$ cat src/rtl/vga2_fb_arbiter_if.sv
// ----------------------------------------------------------------------------
// vga2_fb_arbiter_if
//
// Bundles the pixel-writer handshake and the framebuffer RAM bus used by
// vga2_fb_arbiter.
//
// Handshake: the writer holds wr_valid and its payload (wr_addr_h, wr_addr_v,
// wr_color) stable; one pixel transfers on each rising clock edge where
// wr_valid and wr_ready are both high. wr_ready never depends on wr_valid.
//
// Signals:
//   wr_valid   writer offers a pixel
//   wr_ready   arbiter FIFO can accept a pixel
//   wr_addr_h  writer pixel column
//   wr_addr_v  writer pixel row
//   wr_color   writer {r,g,b}
//   mem_addr   RAM address (registered by the arbiter)
//   mem_we     RAM write enable (registered by the arbiter)
//   mem_wdata  RAM write data (registered by the arbiter)
//   mem_rdata  RAM read data, valid the cycle after mem_addr is presented
//
// Modports:
//   slave  - the arbiter: accepts writer pixels and drives the RAM bus
//   master - the environment: writer source plus the RAM itself
// ----------------------------------------------------------------------------
interface vga2_fb_arbiter_if #(
    parameter int HAddrSize   = 11,
    parameter int VAddrSize   = 11,
    parameter int MemAddrSize = 19
);
    logic                   wr_valid;
    logic                   wr_ready;
    logic [HAddrSize-1:0]   wr_addr_h;
    logic [VAddrSize-1:0]   wr_addr_v;
    logic [2:0]             wr_color;
    logic [MemAddrSize-1:0] mem_addr;
    logic                   mem_we;
    logic [2:0]             mem_wdata;
    logic [2:0]             mem_rdata;

    modport slave (
        input  wr_valid, wr_addr_h, wr_addr_v, wr_color, mem_rdata,
        output wr_ready, mem_addr, mem_we, mem_wdata
    );

    modport master (
        output wr_valid, wr_addr_h, wr_addr_v, wr_color, mem_rdata,
        input  wr_ready, mem_addr, mem_we, mem_wdata
    );
endinterface

$ cat src/rtl/vga2_fb_arbiter.sv
// ----------------------------------------------------------------------------
// vga2_fb_arbiter
//
// Shares one single-port, synchronous-read framebuffer RAM (3 bits/pixel)
// between the VGA2 scan-out path and a pixel writer. The display owns the RAM
// whenever disp_active is high. Writer pixels are buffered in a small FIFO and
// drained only in blanking cycles. A full-framebuffer clear can be requested;
// it also only uses blanking cycles and takes precedence over FIFO draining.
//
// Ports:
//   clock        sole clock, rising edge
//   reset        asynchronous, active-low reset
//   disp_active  display address is a visible pixel
//   disp_addr_h  display pixel column
//   disp_addr_v  display pixel row
//   disp_color   {r,g,b} of a display read; appears two clocks after the
//                display address is presented on mem_addr
//   clear_req    single-cycle pulse: start clearing the framebuffer to 0
//   clear_busy   clear in progress
//   fifo_level   number of buffered writer pixels
//   state_dbg    current FSM state (0 = IDLE, 1 = CLEAR)
//   bus          writer handshake and RAM bus (slave modport)
// ----------------------------------------------------------------------------
module vga2_fb_arbiter #(
    parameter int HAddrSize    = 11,
    parameter int VAddrSize    = 11,
    parameter int HVisibleArea = 800,
    parameter int VVisibleArea = 600,
    parameter int MemAddrSize  = 19,
    parameter int FifoLog      = 2
) (
    input  logic                 clock,
    input  logic                 reset,
    input  logic                 disp_active,
    input  logic [HAddrSize-1:0] disp_addr_h,
    input  logic [VAddrSize-1:0] disp_addr_v,
    output logic [2:0]           disp_color,
    input  logic                 clear_req,
    output logic                 clear_busy,
    output logic [FifoLog:0]     fifo_level,
    output logic                 state_dbg,
    vga2_fb_arbiter_if.slave     bus
);

    localparam int Depth = 1 << FifoLog;
    localparam logic [FifoLog:0]       DepthLvl = (FifoLog+1)'(Depth);
    localparam logic [MemAddrSize-1:0] LastAddr =
        MemAddrSize'(HVisibleArea * VVisibleArea - 1);
    localparam logic [HAddrSize-1:0]   HLimit   = HAddrSize'(HVisibleArea);
    localparam logic [VAddrSize-1:0]   VLimit   = VAddrSize'(VVisibleArea);

    typedef enum logic {
        IDLE  = 1'b0,
        CLEAR = 1'b1
    } state_t;

    // The linear address is computed once at push time so the drain path is
    // a plain register load.
    typedef struct packed {
        logic                   ok;     // coordinates inside the visible area
        logic [MemAddrSize-1:0] addr;
        logic [2:0]             color;
    } fifo_entry_t;

    function automatic logic [MemAddrSize-1:0] lin_addr(
        input logic [HAddrSize-1:0] h,
        input logic [VAddrSize-1:0] v
    );
        return MemAddrSize'(v) * MemAddrSize'(HVisibleArea) + MemAddrSize'(h);
    endfunction

    state_t                 state;
    state_t                 state_next;
    logic [MemAddrSize-1:0] clr_cnt;
    logic                   clr_write;
    logic                   clr_last;
    logic                   pop;
    logic                   push;
    logic                   ready;
    logic                   ready_en;
    logic [FifoLog-1:0]     wr_ptr;
    logic [FifoLog-1:0]     rd_ptr;
    fifo_entry_t            fifo_mem [Depth];
    fifo_entry_t            push_entry;
    fifo_entry_t            head;
    logic [MemAddrSize-1:0] disp_lin;
    logic                   rd_q1;
    logic                   rd_q2;

    // ------------------------------------------------------------------------
    // FSM: state register (also owns the clear counter)
    // ------------------------------------------------------------------------
    always_ff @(posedge clock or negedge reset) begin
        if (!reset) begin
            state   <= IDLE;
            clr_cnt <= '0;
        end else begin
            state <= state_next;
            if (state == IDLE && clear_req) begin
                clr_cnt <= '0;
            end else if (clr_write) begin
                clr_cnt <= clr_cnt + MemAddrSize'(1);
            end
        end
    end

    // FSM: next state. A clear_req while already clearing is ignored.
    always_comb begin
        state_next = state;
        case (state)
            IDLE:    if (clear_req) state_next = CLEAR;
            CLEAR:   if (clr_last)  state_next = IDLE;
            default: state_next = IDLE;
        endcase
    end

    // FSM: outputs. Display wins; clearing wins over draining the FIFO.
    always_comb begin
        clear_busy = (state == CLEAR);
        state_dbg  = state;
        clr_write  = (state == CLEAR) && !disp_active;
        clr_last   = clr_write && (clr_cnt == LastAddr);
        pop        = (state == IDLE) && !disp_active && (fifo_level != '0);
    end

    // ------------------------------------------------------------------------
    // Writer FIFO
    // ------------------------------------------------------------------------
    // ready_en keeps wr_ready low until the first clock after reset release.
    assign ready        = ready_en && (fifo_level != DepthLvl);
    assign bus.wr_ready = ready;
    assign push         = bus.wr_valid && ready;
    assign head         = fifo_mem[rd_ptr];

    always_comb begin
        push_entry.ok    = (bus.wr_addr_h < HLimit) && (bus.wr_addr_v < VLimit);
        push_entry.addr  = lin_addr(bus.wr_addr_h, bus.wr_addr_v);
        push_entry.color = bus.wr_color;
    end

    always_ff @(posedge clock) begin
        if (push) begin
            fifo_mem[wr_ptr] <= push_entry;
        end
    end

    always_ff @(posedge clock or negedge reset) begin
        if (!reset) begin
            ready_en   <= 1'b0;
            wr_ptr     <= '0;
            rd_ptr     <= '0;
            fifo_level <= '0;
        end else begin
            ready_en <= 1'b1;
            if (push) wr_ptr <= wr_ptr + FifoLog'(1);
            if (pop)  rd_ptr <= rd_ptr + FifoLog'(1);
            case ({push, pop})
                2'b10:   fifo_level <= fifo_level + (FifoLog+1)'(1);
                2'b01:   fifo_level <= fifo_level - (FifoLog+1)'(1);
                default: fifo_level <= fifo_level;
            endcase
        end
    end

    // ------------------------------------------------------------------------
    // RAM bus and display return path
    // ------------------------------------------------------------------------
    assign disp_lin = lin_addr(disp_addr_h, disp_addr_v);

    always_ff @(posedge clock or negedge reset) begin
        if (!reset) begin
            bus.mem_addr  <= '0;
            bus.mem_we    <= 1'b0;
            bus.mem_wdata <= 3'b000;
        end else if (disp_active) begin
            bus.mem_addr  <= disp_lin;
            bus.mem_we    <= 1'b0;
            bus.mem_wdata <= 3'b000;
        end else if (clr_write) begin
            bus.mem_addr  <= clr_cnt;
            bus.mem_we    <= 1'b1;
            bus.mem_wdata <= 3'b000;
        end else if (pop) begin
            // Out-of-range pixels are consumed here without a RAM write.
            bus.mem_addr  <= head.addr;
            bus.mem_we    <= head.ok;
            bus.mem_wdata <= head.color;
        end else begin
            bus.mem_we <= 1'b0;
        end
    end

    // rd_q1 marks a display read on the bus; rd_q2 marks that mem_rdata now
    // holds the data of that read, so disp_color captures it one edge later.
    always_ff @(posedge clock or negedge reset) begin
        if (!reset) begin
            rd_q1      <= 1'b0;
            rd_q2      <= 1'b0;
            disp_color <= 3'b000;
        end else begin
            rd_q1      <= disp_active;
            rd_q2      <= rd_q1;
            disp_color <= rd_q2 ? bus.mem_rdata : 3'b000;
        end
    end

endmodule

$ cat src/flat_wrapper.sv
// flat-port wrapper written by rule: the top's interface ports become plain ports
module vga2_fb_arbiter_flat 
#(
    parameter int HAddrSize    = 11,
    parameter int VAddrSize    = 11,
    parameter int HVisibleArea = 800,
    parameter int VVisibleArea = 600,
    parameter int MemAddrSize  = 19,
    parameter int FifoLog      = 2
)
  (clock, reset, disp_active, disp_addr_h, disp_addr_v, disp_color, clear_req, clear_busy, fifo_level, state_dbg, bus_wr_valid, bus_wr_addr_h, bus_wr_addr_v, bus_wr_color, bus_mem_rdata, bus_wr_ready, bus_mem_addr, bus_mem_we, bus_mem_wdata);
  vga2_fb_arbiter_if #(.HAddrSize(HAddrSize), .VAddrSize(VAddrSize), .MemAddrSize(MemAddrSize)) bus_i ();
  input  logic clock;
  input  logic reset;
  input  logic disp_active;
  input  logic [HAddrSize-1:0] disp_addr_h;
  input  logic [VAddrSize-1:0] disp_addr_v;
  output logic [2:0] disp_color;
  input  logic clear_req;
  output logic clear_busy;
  output logic [FifoLog:0] fifo_level;
  output logic state_dbg;
  input wire logic [$bits(bus_i.wr_valid)-1:0] bus_wr_valid;
  input wire logic [$bits(bus_i.wr_addr_h)-1:0] bus_wr_addr_h;
  input wire logic [$bits(bus_i.wr_addr_v)-1:0] bus_wr_addr_v;
  input wire logic [$bits(bus_i.wr_color)-1:0] bus_wr_color;
  input wire logic [$bits(bus_i.mem_rdata)-1:0] bus_mem_rdata;
  output wire logic [$bits(bus_i.wr_ready)-1:0] bus_wr_ready;
  output wire logic [$bits(bus_i.mem_addr)-1:0] bus_mem_addr;
  output wire logic [$bits(bus_i.mem_we)-1:0] bus_mem_we;
  output wire logic [$bits(bus_i.mem_wdata)-1:0] bus_mem_wdata;
  assign bus_i.wr_valid = bus_wr_valid;
  assign bus_i.wr_addr_h = bus_wr_addr_h;
  assign bus_i.wr_addr_v = bus_wr_addr_v;
  assign bus_i.wr_color = bus_wr_color;
  assign bus_i.mem_rdata = bus_mem_rdata;
  assign bus_wr_ready = bus_i.wr_ready;
  assign bus_mem_addr = bus_i.mem_addr;
  assign bus_mem_we = bus_i.mem_we;
  assign bus_mem_wdata = bus_i.mem_wdata;
  vga2_fb_arbiter #(.HAddrSize(HAddrSize), .VAddrSize(VAddrSize), .HVisibleArea(HVisibleArea), .VVisibleArea(VVisibleArea), .MemAddrSize(MemAddrSize), .FifoLog(FifoLog)) u_core (.clock(clock), .reset(reset), .disp_active(disp_active), .disp_addr_h(disp_addr_h), .disp_addr_v(disp_addr_v), .disp_color(disp_color), .clear_req(clear_req), .clear_busy(clear_busy), .fifo_level(fifo_level), .state_dbg(state_dbg), .bus(bus_i));
endmodule
$ cat config.mk
export PLATFORM = sky130hd
export DESIGN_NAME = vga2_fb_arbiter_flat
export DESIGN_NICKNAME = d
export VERILOG_FILES = /design/src/rtl/vga2_fb_arbiter_if.sv /design/src/rtl/vga2_fb_arbiter.sv /design/src/flat_wrapper.sv
export SDC_FILE = /design/constraint.sdc
export NUM_CORES = 1
export LEC_CHECK = 0
export CELL_PAD_IN_SITES_DETAIL_PLACEMENT = 1
export CELL_PAD_IN_SITES_GLOBAL_PLACEMENT = 1
export CORE_MARGIN = 5
export CORE_UTILIZATION = 30
export DETAILED_ROUTE_END_ITERATION = 7
export PLACE_DENSITY = 0.64
export SLEW_MARGIN = 30
export SYNTH_ARGS = -nofsm -noshare
export SYNTH_HDL_FRONTEND = slang
export SYNTH_SLANG_ARGS = --single-unit
export TNS_END_PERCENT = 20
$ cat constraint.sdc
create_clock -name clock -period 4.8 [get_ports clock]
set_input_delay 0.48 -clock clock [delete_from_list [all_inputs] [get_ports clock]]
set_output_delay 0.48 -clock clock [all_outputs]
set_load 0.01 [all_outputs]
# ---- Word level (Yosys, flattened, before mapping)
# Memories as Yosys holds them, arrays and structs flattened.
# Cells that the tools add are included.
dict set report classes {
  n_mux 18
  n_lt_le_gt_ge 2
  n_mul 2
  bitwise 1
  div 0
  n_eq_ne 4
  addsub 7
  n_reduce_logical 13
  shift 0
}
# operator count
set op_table {}
lappend op_table {{2-to-1 mux 19 bit} 5}
lappend op_table {{adder 19 x 11 -> 19 bit} 2}
lappend op_table {{multiplier 11 x 5 -> 14 bit (second input constant)} 2}
lappend op_table {{< comparator 11 x 10 -> 1 bit (second input constant)} 2}
lappend op_table {{adder 19 x 1 -> 19 bit (second input constant)} 1}
lappend op_table {{equality test 19 bit (second input constant)} 1}
lappend op_table {{2-to-1 mux 3 bit} 4}
lappend op_table {{logical AND 1 bit} 8}
lappend op_table {{2-to-1 mux 1 bit} 7}
lappend op_table {{one-hot mux 3 bit (2 select lines)} 1}
lappend op_table {{nonzero test 3 bit} 2}
lappend op_table {{adder 2 x 1 -> 2 bit (second input constant)} 2}
lappend op_table {{nonzero test 2 bit} 2}
lappend op_table {{adder 3 x 1 -> 3 bit (second input constant)} 1}
lappend op_table {{!= test 3 bit (second input constant)} 1}
lappend op_table {{subtractor 3 x 1 -> 3 bit (second input constant)} 1}
lappend op_table {{equality test 2 x 1 -> 1 bit (second input constant)} 1}
lappend op_table {{equality test 2 bit (second input constant)} 1}
lappend op_table {{one-hot mux 1 bit (2 select lines)} 1}
lappend op_table {{zero test 1 bit} 1}
lappend op_table {{inverter 1 bit} 1}
dict set report totals {
  ram_bits 92
  rom_bits 0
  out_inout_bits 32
  latchBits 0
  mem_count 1
  register_bits 56
}
# name words width rd rd_clocked_by_memory_dff write_ports line
set mem_list {}
lappend mem_list {u_core.fifo_mem 4 23 1 0 1 vga2_fb_arbiter.sv:83} ;# fifo_entry_t fifo_mem [Depth];

# ---- Logic depth before layout (Yosys ltp)
dict set report depth {
  word_depth 6
  depth_mapped 15
  mapped_depth_nobuf 15
}

# ---- Worst setup path before layout
# No wires, ideal clock.
dict set report synth_path {
  kind {input-to-reg}
  start {input port bus_wr_addr_v[2]}
  end {memory u_core.fifo_mem[0][21] (netlist bit) (data pin)}
  path_buffers 0
  path_slack_ns 1.339
  path_stages 11
  t_arrival_ns 3.188
  path_cell_list {ha_1 -> ha_1 -> fa_1 -> ha_1 -> a21oi_1 -> o21bai_1 -> xnor2_1 -> nand3_1 -> nor4b_1 -> nand3_1 -> xnor2_1}
}
# item line
set synth_lines {}
lappend synth_lines {{start, declared} flat_wrapper.sv:25} ;# input wire logic [$bits(bus_i.wr_addr_v)-1:0] bus_wr_addr_v;
lappend synth_lines {{end, declared} vga2_fb_arbiter.sv:83}

==> flow_summary.toml <==
[final_layout]
mostFrequentLayoutCells = "edfxtp_1 (92), clkdlybuf4s50_1 (85), ha_1 (84)"
final_common_cell = "edfxtp_1"
fillers = 3065
area_delta_synth_final_pct = 22.6
layout-drive-gt1-share = 0.0966
final_nets = 959
antennaDiodeCount = 0
fin_util = 0.375

[worst_setup_path]
cp.arrival_ns = 4.08
cp_common_cell = "inv_1"
crit_type = "input pin to flip-flop"
r2r_cells = 9
crit_chain = "clkdlybuf4s50_1 > inv_1 > ha_1 > inv_1 > ha_1 > inv_1 > fa_1 > inv_1 > ha_1 > nand3_1 > o22ai_1 > nor2_1 > xnor2_1 > nor4b_1 > nand3_1 > xnor2_1"
slowest_delay_ns = 0.55
r2r_start = "u_core.fifo_level[0]"
startpoint_type = "input pin"
cp_num_buf_inv = 5
slowest_stage = "clkdlybuf4s50_1"
required_ns = 5.03
cp_max_fo = 4
r2r_setup_slack_ns = 2.38
cp_top_family = "adder cells"
crit_path_end_kind = "flip-flop"
r2r_end = "u_core.fifo_level[2]"

[placed_design]
routabilityCongestion = 0.799
post-dp-hpwl_um = 14700
io_buffers = 86

[global_route]
overflow = 0
grt_max_degree = 57
grt.total_usage = 0.128
grt_pass1_vias = 6106
antenna_found_initial = 0
grt_pass1_wl_um = 32300

[synth]
ys_dominant_reg_cell = "edfxtp_1"
synthArstFlopShare = 0.378
yosysWarnings = 0
ys_seq_area_frac = 0.486
synthCells = 707
syn_nets = 861
synth_cell_types = 61
synth.top_cell.area_share = 0.322
syn_area_per_cell_um2 = 12.1
synth_edf_count = 92
yosys.area.top_type = "edfxtp_1"
ys_ff_latch = 148
synthesis.area_um2 = 8570
synthTopCellsByArea = "edfxtp_1 (32%), dfrtp_1 (16%), ha_1 (12%)"

[clock_tree]
worstSkewPairLatency_ns = 0.42
cts_buffer_depth = 2
htree_levels = 4
path_clk_slew_ns = 0.06
cts_resized = 0
ctsHoldBuffers = 0
cts_buffers = 17
cts_tree = "yes"
clock_sinks = 148
root_buffer = "clkbuf_16"
postCtsSetupRepairBufs = 0

[die]
row_count = 61
ios = 87
die_h_um = 179
die-area_um2 = 32000
initial_core_util = 0.306
dieWidth_um = 179
core_area_um2 = 28000

[sta]
fmax_ghz = 0.260
finClkSkew_ns = 0.00894
fin_tns_setup_ns = 0
hold_viol = 0
min_period_over_period = 0.802
rsz0062_at_grt = "no"
period_needed_ns = 3.85
final-setup-viol-count = 0
maxSlewViolCount = 0
maxSlewHeadroom = 0.499
worst_pin_slew_ns = 0.751

[route]
first_pass_iters = 4
routed_wl_um = 19600
antenna_left = 0
drc = 0
drtIter0Drc = 285
vias = 5643
via_per_inst = 4.72
routedWlPerCell_um = 16.4

[run]
max-cap-violations = 0

[power_and_ir_drop]
power.leakage_nw = 4.19
power.density_nw_per_um2 = 463
ir_drop_mv = 0.316

[outcome]
status = "completed"

[min_path]
hp-class = "input pin to asynchronous set/reset pin"
==> layer usage <==
metal | up-vias | part of all wire | routed length, µm | global-route usage
met5 | - | 0 | 0 | 0
met4 | 0 | 0.0075 | 146 | 0.0262
met3 | 10 | 0.030 | 588 | 0.0264
met2 | 82 | 0.49 | 9560 | 0.215
met1 | 2788 | 0.47 | 9300 | 0.173
li1 | 2763 | - | - | -
==> state kept, by name, indices dropped and copies added, names as in the netlist, 2 cells and up <==
register and cells:
u_core.fifo_mem 92, u_core.bus.mem_addr 19, u_core.clr_cnt 19, u_core.bus.mem_wdata 3
u_core.disp_color 3, u_core.fifo_level 3, u_core.rd_ptr 2, u_core.wr_ptr 2
==> stage by stage <==
stage | cells | hold slack, ns | power (mW) | instance area [µm²] | setup slack (ns)
after detailed placement | 1164 | 0.337 | 3.58 | 9910 | 0.464
final | 1196 | 0.214 | 4.86 | 10500 | 0.950
after global routing | 1196 | 0.280 | 5.18 | 10500 | 0.703
after global placement | 1164 | 0.334 | 3.53 | 9910 | 0.588
after floorplan | 707 | 0.184 | 2.98 | 8570 | 1.34
after CTS | 1196 | 0.230 | 4.94 | 10500 | 0.910
==> Yosys cell counts (all sizes together), types with 9 or more instances <==
library cell	instances
a211oi	9
a21oi	33
clkbuf	11
dfrtp	56
edfxtp	92
fa	15
ha	84
inv	71
mux2i	15
mux4	23
nand2	37
nand3	25
nor2	41
nor3	11
o21ai	37
o22ai	16
xnor2	34
xor2	16
==> power by group <==
| group | internal (mW) | switching (mW) | leakage (nW) | total [mW] |
|---|---|---|---|---|
| Combinational | 0.812 | 0.933 | 2.36 | 1.74 |
| Clock | 0.802 | 0.535 | 0.284 | 1.34 |
| Sequential | 1.64 | 0.140 | 1.55 | 1.78 |
==> cells by family after synthesis <==
| logic type | after synthesis | share of synthesized area |
|---|---|---|
| other cells | 1 | 0.000438 |
| simple gates | 155 | 0.0934 |
| xor+xnor | 50 | 0.0511 |
| fa+ha+maj | 99 | 0.158 |
| flops | 148 | 0.486 |
| buf+inv | 89 | 0.0404 |
| mux | 39 | 0.0793 |
| compound gates | 126 | 0.0917 |
==> how the worst max path moves through the flow <==
stage	startpoint	endpoint	cells after the start
finish	bus_wr_addr_v[5]	u_core.fifo_mem[1][21]	16
floorplan	bus_wr_addr_v[2]	u_core.fifo_mem[0][21]	11
CTS	bus_wr_addr_v[5]	u_core.fifo_mem[1][21]	16
global route	bus_wr_addr_v[2]	u_core.fifo_mem[1][21]	12
global placement	bus_wr_addr_v[5]	u_core.fifo_mem[0][21]	16
detailed placement	bus_wr_addr_v[5]	u_core.fifo_mem[2][21]	16
==> layout make-up <==
class,instances,area (µm²),share of cell area
clock buffers,20,457,0.0435
clock inverters,12,144,0.0137
inverters,71,267,0.0254
multi-input cells,470,4060,0.387
flip-flops and latches,148,4170,0.396
well taps,378,473,0.0450
repair buffers,97,938,0.0893
Note: power is estimated with default switching activity, not from simulation.
